==> src/rtl/score_font_pkg.sv <==
// Shared constants for the score overlay: 3x5 digit font, cell geometry, BCD converter states.
// Font rows are packed row-major with bit 14 as the top-left pixel.
package score_font_pkg;

  localparam int GLYPH_W    = 3;
  localparam int GLYPH_H    = 5;
  localparam int CELL_W     = 4;
  localparam int NUM_DIGITS = 3;

  localparam logic [14:0] GLYPHS [10] = '{
    15'b111_101_101_101_111,  // 0
    15'b010_110_010_010_111,  // 1
    15'b111_001_111_100_111,  // 2
    15'b111_001_111_001_111,  // 3
    15'b101_101_111_001_001,  // 4
    15'b111_100_111_001_111,  // 5
    15'b111_100_111_101_111,  // 6
    15'b111_001_001_001_001,  // 7
    15'b111_101_111_101_111,  // 8
    15'b111_101_111_001_111   // 9
  };

  typedef enum logic [1:0] {
    IDLE   = 2'd0,
    CONV   = 2'd1,
    COMMIT = 2'd2
  } conv_state_t;

  // Non-decimal nibbles and out-of-glyph coordinates read as blank.
  function automatic logic glyph_bit(input logic [3:0] d, input logic [2:0] row,
                                     input logic [1:0] col);
    logic [14:0] g;
    logic [3:0]  idx;
    if (d > 4'd9 || int'(row) >= GLYPH_H || int'(col) >= GLYPH_W) return 1'b0;
    g   = GLYPHS[d];
    idx = 4'(GLYPH_W * GLYPH_H - 1 - GLYPH_W * int'(row) - int'(col));
    return g[idx];
  endfunction

endpackage

==> src/rtl/score_bin2bcd.sv <==
// Double-dabble binary-to-BCD converter for the 8-bit score, one shift per cycle.
// start in cycle N -> bcd updated and done pulsed in cycle N+9; start outside IDLE is ignored.
module score_bin2bcd
  import score_font_pkg::*;
(
  input  logic        clk,
  input  logic        reset,
  input  logic        start,
  input  logic [7:0]  bin,
  output logic        done,
  output logic [11:0] bcd
);

  conv_state_t state, state_n;
  logic [19:0] sh, sh_n, adj;
  logic [2:0]  cnt, cnt_n;
  logic [11:0] bcd_n;

  always_ff @(posedge clk) begin
    if (reset) begin
      state <= IDLE;
      sh    <= '0;
      cnt   <= '0;
      bcd   <= '0;
    end else begin
      state <= state_n;
      sh    <= sh_n;
      cnt   <= cnt_n;
      bcd   <= bcd_n;
    end
  end

  always_comb begin
    state_n = state;
    sh_n    = sh;
    cnt_n   = cnt;
    bcd_n   = bcd;
    done    = 1'b0;
    adj     = sh;
    for (int i = 0; i < NUM_DIGITS; i++) begin
      if (sh[8 + 4*i +: 4] >= 4'd5) adj[8 + 4*i +: 4] = sh[8 + 4*i +: 4] + 4'd3;
    end
    case (state)
      IDLE: begin
        if (start) begin
          sh_n    = {12'h000, bin};
          cnt_n   = '0;
          state_n = CONV;
        end
      end
      CONV: begin
        sh_n  = {adj[18:0], 1'b0};
        cnt_n = cnt + 3'd1;
        if (cnt == 3'd7) begin
          // Latch on the final shift so the new digits are visible during the COMMIT cycle.
          bcd_n   = sh_n[19:8];
          state_n = COMMIT;
        end
      end
      COMMIT: begin
        done    = 1'b1;
        state_n = IDLE;
      end
      default: state_n = IDLE;
    endcase
  end

endmodule

==> src/rtl/score_overlay.sv <==
// Three-digit score overlay: converts the score once per frame and renders it in a 3x5 font.
// Build option: LEADING_ZERO_BLANK_EN blanks leading zero glyphs (digits output unchanged).
module score_overlay
  import score_font_pkg::*;
#(
  parameter int X0         = 8,
  parameter int Y0         = 8,
  parameter int SCALE_LOG2 = 1
) (
  input  logic        clk,
  input  logic        reset,
  input  logic [7:0]  score,
  input  logic        frame_start,
  input  logic [9:0]  hpos,
  input  logic [9:0]  vpos,
  output logic        pixel_on,
  output logic        conv_done,
  output logic [11:0] digits
);

  localparam logic [10:0] X0_L    = 11'(X0);
  localparam logic [10:0] Y0_L    = 11'(Y0);
  localparam logic [10:0] FIELD_W = 11'((NUM_DIGITS * CELL_W) << SCALE_LOG2);
  localparam logic [10:0] FIELD_H = 11'(GLYPH_H << SCALE_LOG2);

  score_bin2bcd u_bin2bcd (
    .clk   (clk),
    .reset (reset),
    .start (frame_start),
    .bin   (score),
    .done  (conv_done),
    .bcd   (digits)
  );

  logic        in_field;
  logic [3:0]  col;
  logic [2:0]  row;
  logic [3:0]  nib;
  logic        blank;
  logic        pix_next;

  // 11-bit compares keep hpos < X0 from wrapping into the field.
  assign in_field = ({1'b0, hpos} >= X0_L) && ({1'b0, hpos} < X0_L + FIELD_W) &&
                    ({1'b0, vpos} >= Y0_L) && ({1'b0, vpos} < Y0_L + FIELD_H);
  assign col = 4'(({1'b0, hpos} - X0_L) >> SCALE_LOG2);
  assign row = 3'(({1'b0, vpos} - Y0_L) >> SCALE_LOG2);

  always_comb begin
    nib   = digits[3:0];
    blank = 1'b0;
    case (col[3:2])
      2'd0:    nib = digits[11:8];
      2'd1:    nib = digits[7:4];
      default: nib = digits[3:0];
    endcase
`ifdef LEADING_ZERO_BLANK_EN
    if (col[3:2] == 2'd0) blank = (digits[11:8] == 4'd0);
    if (col[3:2] == 2'd1) blank = (digits[11:8] == 4'd0) && (digits[7:4] == 4'd0);
`endif
    pix_next = in_field && (col[1:0] != 2'd3) && !blank && glyph_bit(nib, row, col[1:0]);
  end

  always_ff @(posedge clk) begin
    if (reset) pixel_on <= 1'b0;
    else       pixel_on <= pix_next;
  end

endmodule

==> config.mk <==
export PLATFORM = sky130hd
export DESIGN_NAME = score_overlay
export DESIGN_NICKNAME = d
export VERILOG_FILES = /design/src/rtl/score_font_pkg.sv /design/src/rtl/score_bin2bcd.sv /design/src/rtl/score_overlay.sv
export SDC_FILE = /design/constraint.sdc
export NUM_CORES = 1
export LEC_CHECK = 0
export ABC_AREA = 0
export ABC_CLOCK_PERIOD_IN_PS = 3600
export BUFFER_PORTS_ARGS = -buffer_cell sky130_fd_sc_hd__buf_2
export CORE_ASPECT_RATIO = 0.75
export CORE_UTILIZATION = 29
export CTS_CLUSTER_SIZE = 16
export DETAILED_ROUTE_END_ITERATION = 7
export PLACE_DENSITY = 0.52
export SLEW_MARGIN = 20
export SYNTH_ARGS = -nofsm -noshare
export SYNTH_HDL_FRONTEND = slang
export SYNTH_HIERARCHICAL = 1
export SYNTH_SLANG_ARGS = --single-unit
==> constraint.sdc <==
create_clock -name clk -period 3.6 [get_ports clk]
set_input_delay 0.18 -clock clk [delete_from_list [all_inputs] [get_ports clk]]
set_output_delay 0.18 -clock clk [all_outputs]
set_load 0.03 [all_outputs]
==> results.json, run 1 <==
{
  "min_period_over_period_pct": 68.1,
  "max-cap-violations": 0,
  "synth_area_per_cell_um2": 8.71,
  "io_pins": 45,
  "synth_cell_types": 58,
  "vias": 2099,
  "p_leak_nw": 1.15,
  "p_total_mw": 0.961,
  "firstDrtPassIters": 4,
  "syn_to_final_growth_pct": 15.0,
  "synth_edf_count": 0,
  "post_cts_buffers": 0,
  "slew_headroom_pct": 51.6,
  "cts_buffers": 5,
  "ir_worst_vdd_mv": 0.117,
  "wl_um": 5550,
  "final.setup.tns_ps": 0,
  "wl_per_cell_um": 13.1,
  "clk_pin_slew_worst_paths_ps": 70,
  "path_max_fanout": 5,
  "setup_viol": 0,
  "powerDensity_nw_per_um2": 343,
  "fill_cells": 840,
  "hold_viol": 0,
  "path_class": "reg -> reg",
  "clock_sinks": 38,
  "synth_area_leaders": "dfxtp_1, ha_1, nand2_1",
  "grt_overflow_total": 0,
  "grt_use_total_pct": 13.6,
  "crit_arrival_ps": 2650,
  "start_util_pct": 30.4,
  "yosys.area.top_type": "dfxtp_1",
  "ctsResizeCount": 0,
  "fin_nets": 371,
  "postSynthCellCount": 280,
  "ctsHtreeMaxLevel": 2,
  "worst_slew_pin_slew_ps": 726,
  "rows": 28,
  "fin_crit_ps": 2450,
  "ys.flop_type": "dfxtp_1",
  "worst_setup_path_start_kind": "register",
  "via_per_inst": 4.96,
  "fin_skew_ps": 5.33,
  "drt_iter0_drc": 115,
  "dp_hpwl_um": 4170,
  "mappedNetlistNets": 334,
  "yosysSeqAreaShare_pct": 31.2,
  "status": "finished, final reports clean",
  "grt_pass1_wl_um": 9290,
  "fin_util_pct": 35.0,
  "grt_max_degree": 40,
  "synth_top_area_share_pct": 31.2,
  "ctsLongestPathBuffers": 2,
  "drc": 0,
  "diodes": 0,
  "finalMaxSlewViolations": 0,
  "holdBufCountCts": 0,
  "min_path_type": "in -> reg",
  "dieHeight_um": 81.4,
  "dieArea_um2": 8780,
  "postRouteAntennaNets": 0,
  "clk_latency_ps": 280,
  "critical_path.endpoint_type": "register",
  "cp_data_required_time_ps": 3800,
  "ys_seq_elements": 38,
  "antenna_found_initial": 0,
  "cts_root_buf": "clkbuf_8",
  "cts_tree": "built",
  "netlist_area_um2": 2440,
  "synthArstFlopShare_pct": 0,
  "drive_gt1_share_pct": 24.2,
  "synth_warnings": 6,
  "gp_congestion": 0.779,
  "grt_pass1_vias": 1911,
  "fmax_mhz": 408,
  "fp.dieW_um": 108,
  "io_buffer_count": 43,
  "core-area_um2": 8020,
  "rsz0062_at_grt": "no"
}
==> logic make-up (layout without fill, tap and decap cells) <==
kind of cell             Yosys count  in the layout  synth area share, %
AND/OR/NAND/NOR                   98             98                 21.6
flip-flops                        38             38                 31.2
adder cells (fa/ha/maj)           23             23                 12.4
AO/OA/AOI/OAI                     79             79                 24.3
buffers and inverters             33             71                 6.93
XOR/XNOR                           5              5                 1.80
multiplexers                       4              4                 1.80
==> per-layer routing <==
metal,wire length (um),vias up,GRT usage [%]
met2,2380,43,20.4
met1,2890,974,19.5
met4,15,0,3.70
li1,-,1080,-
met5,0,-,0
met3,264,2,3.10
==> path summary, 6_finish.rpt <==
| kind | slack (ps) | from | endpoint | depth (start not counted) |
|---|---|---|---|---|
| setup reg to reg | 1150 | u_bin2bcd/bcd[8] | pixel_on | 9 |
| hold / removal | 150 | score[1] | u_bin2bcd/sh[1] | 3 |
| setup / recovery | 1150 | u_bin2bcd/bcd[8] | pixel_on | 9 |
| hold reg to reg | 480 | u_bin2bcd/sh[3] | u_bin2bcd/sh[4] | 2 |
==> area by class of cell <==
class	instances	area, um^2	area share (%)
Sequential cell	38	761	27.1
Clock buffer	8	110	3.93
Multi-Input combinational cell	209	1510	53.8
Timing Repair Buffer	44	223	7.94
Inverter	19	71.3	2.54
Tap cell	105	131	4.68
==> cells in the mapped netlist (2+ instances only) <==
library cell  count
a211oi_1          4
a211oi_2          3
a21o_1            2
a21oi_1          16
a22oi_1           6
a311oi_1          7
and2_4            2
and2b_1           2
buf_2             3
buf_6             2
clkbuf_1          6
dfxtp_1          38
fa_1              2
ha_1             21
inv_1            18
mux2_2            3
nand2_1          24
nand2b_1          7
nand3_1           4
nand3b_1         10
nor2_1           22
nor2_2            3
nor2b_1           3
nor3_1            6
nor3b_1           4
nor4_1            3
o21ai_0          14
o21ai_2           6
o22ai_1           3
o32ai_1           5
xnor2_1           4
==> worst max-delay path, cell delays in order (launching register included) <==
cell	delay (ps)
dfxtp_1	410
a22oi_1	120
o21ai_0	470
inv_1	140
ha_1	380
nor4b_1	170
a21oi_1	140
o22ai_1	100
a41o_1	250
a221oi_2	180
==> per-stage QoR <==
step	std cells	setup slack (ps)	hold slack, ps	cell area (um^2)
3_3_place_gp	415	918	447	2700
6_report	423	1150	151	2810
3_5_place_dp	415	905	453	2700
2_1_floorplan	280	1260	342	2440
4_1_cts	423	1150	138	2810
5_1_grt	423	921	151	2810
==> placed cells by master (no fill, tap or decap), drive strengths merged, types with 5 or more instances in the layout <==
cell	netlist	layout
dfxtp	38	38
o32ai	5	5
ha	21	21
a211oi	7	7
inv	18	18
a311oi	7	7
clkbuf	6	8
o21ai	20	20
a22oi	6	6
nand2	25	25
nand2b	8	8
nor2	25	25
buf	7	44
nand3b	10	10
a21oi	16	16
nor3	7	7
==> state kept, by name, summed over array words and instances (netlist names) <==
name	cells
u_bin2bcd/cnt	3
u_bin2bcd/sh	20
pixel_on	1
u_bin2bcd/bcd	12
u_bin2bcd/state	2
==> where the power goes <==
part / internal (mW) / total, mW / switching [mW]
Clock: 0.193 / 0.339 / 0.146
Combinational: 0.0775 / 0.185 / 0.108
Sequential: 0.430 / 0.437 / 0.00631
Total: 0.701 / 0.961 / 0.260
Note: power is estimated with default switching activity, not from simulation.
==> inputs of run 2 (changes only) <==
--- a/config.mk
+++ b/config.mk
@@ -5,8 +5,8 @@
 export SDC_FILE = /design/constraint.sdc
 export NUM_CORES = 1
 export LEC_CHECK = 0
-export ABC_AREA = 0
-export ABC_CLOCK_PERIOD_IN_PS = 3600
+export ABC_AREA = 1
+export ABC_CLOCK_PERIOD_IN_PS = 2400
 export BUFFER_PORTS_ARGS = -buffer_cell sky130_fd_sc_hd__buf_2
 export CORE_ASPECT_RATIO = 0.75
 export CORE_UTILIZATION = 29
==> constraint.sdc (replaced) <==
create_clock -name clk -period 2.4 [get_ports clk]
set_input_delay 0.12 -clock clk [delete_from_list [all_inputs] [get_ports clk]]
set_output_delay 0.12 -clock clk [all_outputs]
set_load 0.03 [all_outputs]
==> run 2 against run 1 <==
Net effect:
- routed wire length grew 10%
- critical path depth grew 6
- global-route usage grew 1.4 points
- combinational power grew 64%
- die area grew 1.8%
- critical path type is now in -> reg
- largest cell class unchanged
- largest power group is now clock
==> results.json, run 2 <==
{
  "status": "finished, final reports clean",
  "dp_hpwl_um": 4630,
  "final_common_cell": "nand2_1",
  "rows": 28,
  "hold_viol": 0,
  "synthArstFlopShare_pct": 0,
  "path_common_cell": "nand2_1",
  "min_path_type": "in -> reg",
  "critical_path.endpoint_type": "register",
  "syn_to_final_growth_pct": 20.5,
  "drc": 0,
  "ir_worst_vdd_mv": 0.347,
  "grt_pass1_vias": 2231,
  "cp_data_required_time_ps": 2610,
  "p_leak_nw": 1.45,
  "worst_slack_ps": 418,
  "path_class": "in -> reg",
  "antenna_found_initial": 0,
  "synth_area_per_cell_um2": 6.86,
  "fin_crit_ps": 1980,
  "ys.flop_type": "dfxtp_1",
  "ctsLongestPathBuffers": 2,
  "grt_overflow_total": 0,
  "min_period_over_period_pct": 82.6,
  "vias": 2387,
  "finalMaxSlewViolations": 0,
  "post_cts_buffers": 0,
  "fin_skew_ps": 5.71,
  "worst_path_largest_cell_delay_ps": 480,
  "synth_top_family_by_area": "simple AND/OR/NAND/NOR gates",
  "core-area_um2": 8090,
  "cts_root_buf": "clkbuf_16",
  "grt_use_total_pct": 15.1,
  "synth_common_cells": "nand2_1, inv_1, dfxtp_1",
  "setup_viol": 0,
  "synthMuxAreaShare_pct": 0,
  "cp_cell_sequence": "buf_2 -> inv_1 -> ha_1 -> inv_2 -> o21ai_0 -> inv_1 -> ha_1 -> nand3_1 -> nand2_1 -> nor2_1 -> nor2_2 -> nand2_1 -> nand2_1 -> nand2_1 -> nor2_1",
  "most-common-layout-cells": "nand2_1, inv_1, buf_2, dfxtp_1",
  "synthAdderAreaFrac_pct": 12.2,
  "fin_nets": 461,
  "drt_iter0_drc": 96,
  "synth-xor-area-share_pct": 0.705,
  "firstDrtPassIters": 4,
  "path_max_fanout": 7,
  "worst_slew_pin_slew_ps": 757,
  "place_ws_ps": 116,
  "ys_seq_elements": 38,
  "synth_area_leaders": "dfxtp_1, nand2_1, ha_1",
  "largest_reg_flops": 20,
  "io_pins": 45,
  "synth_edf_count": 0,
  "io_buffer_count": 43,
  "wl_per_cell_um": 11.9,
  "dieHeight_um": 82.1,
  "grt_max_degree": 24,
  "crit_arrival_ps": 2190,
  "netlist_area_um2": 2480,
  "worst_setup_path_start_kind": "input pin",
  "slew_headroom_pct": 49.5,
  "fp.dieW_um": 109,
  "gp_congestion": 0.784,
  "ctsHtreeMaxLevel": 2,
  "powerDensity_nw_per_um2": 607,
  "clk_pin_slew_worst_paths_ps": 60,
  "rsz0062_at_grt": "no",
  "slowest_stage": "o21ai_0",
  "via_per_inst": 4.65,
  "yosys.cell_count.top_type": "nand2_1",
  "drive_gt1_share_pct": 18.1,
  "synth_cell_types": 32,
  "grt_pass1_wl_um": 10500,
  "wl_um": 6110,
  "ctsResizeCount": 0,
  "clk_latency_ps": 280,
  "yosys.area.top_type": "dfxtp_1",
  "largest-register": "u_bin2bcd/sh",
  "cts_buffers": 5,
  "holdBufCountCts": 0,
  "dieArea_um2": 8940,
  "reg.largest.list": "u_bin2bcd/sh: 20 flops, u_bin2bcd/bcd: 12 flops, u_bin2bcd/cnt: 3 flops",
  "fmax_mhz": 504,
  "diodes": 0,
  "postRouteAntennaNets": 0,
  "synth_warnings": 6,
  "mappedNetlistNets": 416,
  "synth_top_area_share_pct": 30.6,
  "max-cap-violations": 0,
  "yosysSeqAreaShare_pct": 30.6,
  "start_util_pct": 30.7,
  "final.setup.tns_ps": 0,
  "synth-simple-area-share_pct": 30.2,
  "clock_sinks": 38,
  "cts_tree": "built",
  "synth-compound-area-share_pct": 17.0,
  "postSynthCellCount": 362
}
==> run 2: cell types whose count changed after synthesis, sizes merged, moves of 9 or more <==
cell,previous run,this run
o21ai,20,32
nand4,1,10
nand2,25,99
a21oi,16,34
nand3,4,28
nand3b,10,0
inv,18,48
==> run 2: report_power, final <==
part           total [mW]  internal (mW)  switching (mW)
logic               0.303          0.114           0.189
registers           0.654          0.646         0.00834
clock network       0.860          0.597           0.263
total                1.82           1.36           0.460
==> run 2: cell type report <==
type	count	area [um^2]
Fill cell	883	5100
Multi-Input combinational cell	268	1490
Sequential cell	38	761
Timing Repair Buffer	45	230
Inverter	49	185
Tap cell	105	131
Clock buffer	5	125
Clock inverter	3	68.8
==> run 2: logic make-up (layout without fill, tap and decap cells) <==
group	Yosys count	in the layout
and+or+nand+nor	168	168
adders and majority gates	23	23
DFF	38	38
xor gates and xnor gates	2	2
AOI/OAI and AO/OA	75	75
buffers and inverters	56	102
==> run 2: path summary, 6_finish.rpt <==
kind | cells past startpoint | to | slack [ps] | start
setup / recovery | 15 | pixel_on | 420 | hpos[3]
hold reg to reg | 2 | u_bin2bcd/sh[2] | 460 | u_bin2bcd/sh[1]
setup reg to reg | 11 | pixel_on | 450 | u_bin2bcd/bcd[1]
hold / removal | 3 | u_bin2bcd/sh[0] | 150 | score[0]
==> run 2: layer usage <==
layer  track usage [%]  vias up  wire length (um)
li1                  -     1269                 -
met1              21.3     1078              3300
met2              23.1       36              2570
met3              4.00        4               208
met4              2.70        0                23
met5                 0        -                 0
==> run 2: metrics by stage <==
step	power (mW)	instances	utilization, %	hold WS, ps	cell area (um^2)
floorplan	0.893	362	-	280	2480
global placement	0.967	505	34.6	426	2800
detailed placement	0.970	505	34.6	441	2800
CTS	1.83	513	37.0	140	2990
global route	1.92	513	37.0	145	2990
finish	1.82	513	37.0	148	2990
==> run 2: critical path: cells and delay by family <==
| family | cells | cell delay (ps) |
|---|---|---|
| adders and majority gates | 2 | 650 |
| and+or+nand+nor | 8 | 560 |
| buffers and inverters | 4 | 380 |
| AOI/OAI and AO/OA | 1 | 480 |
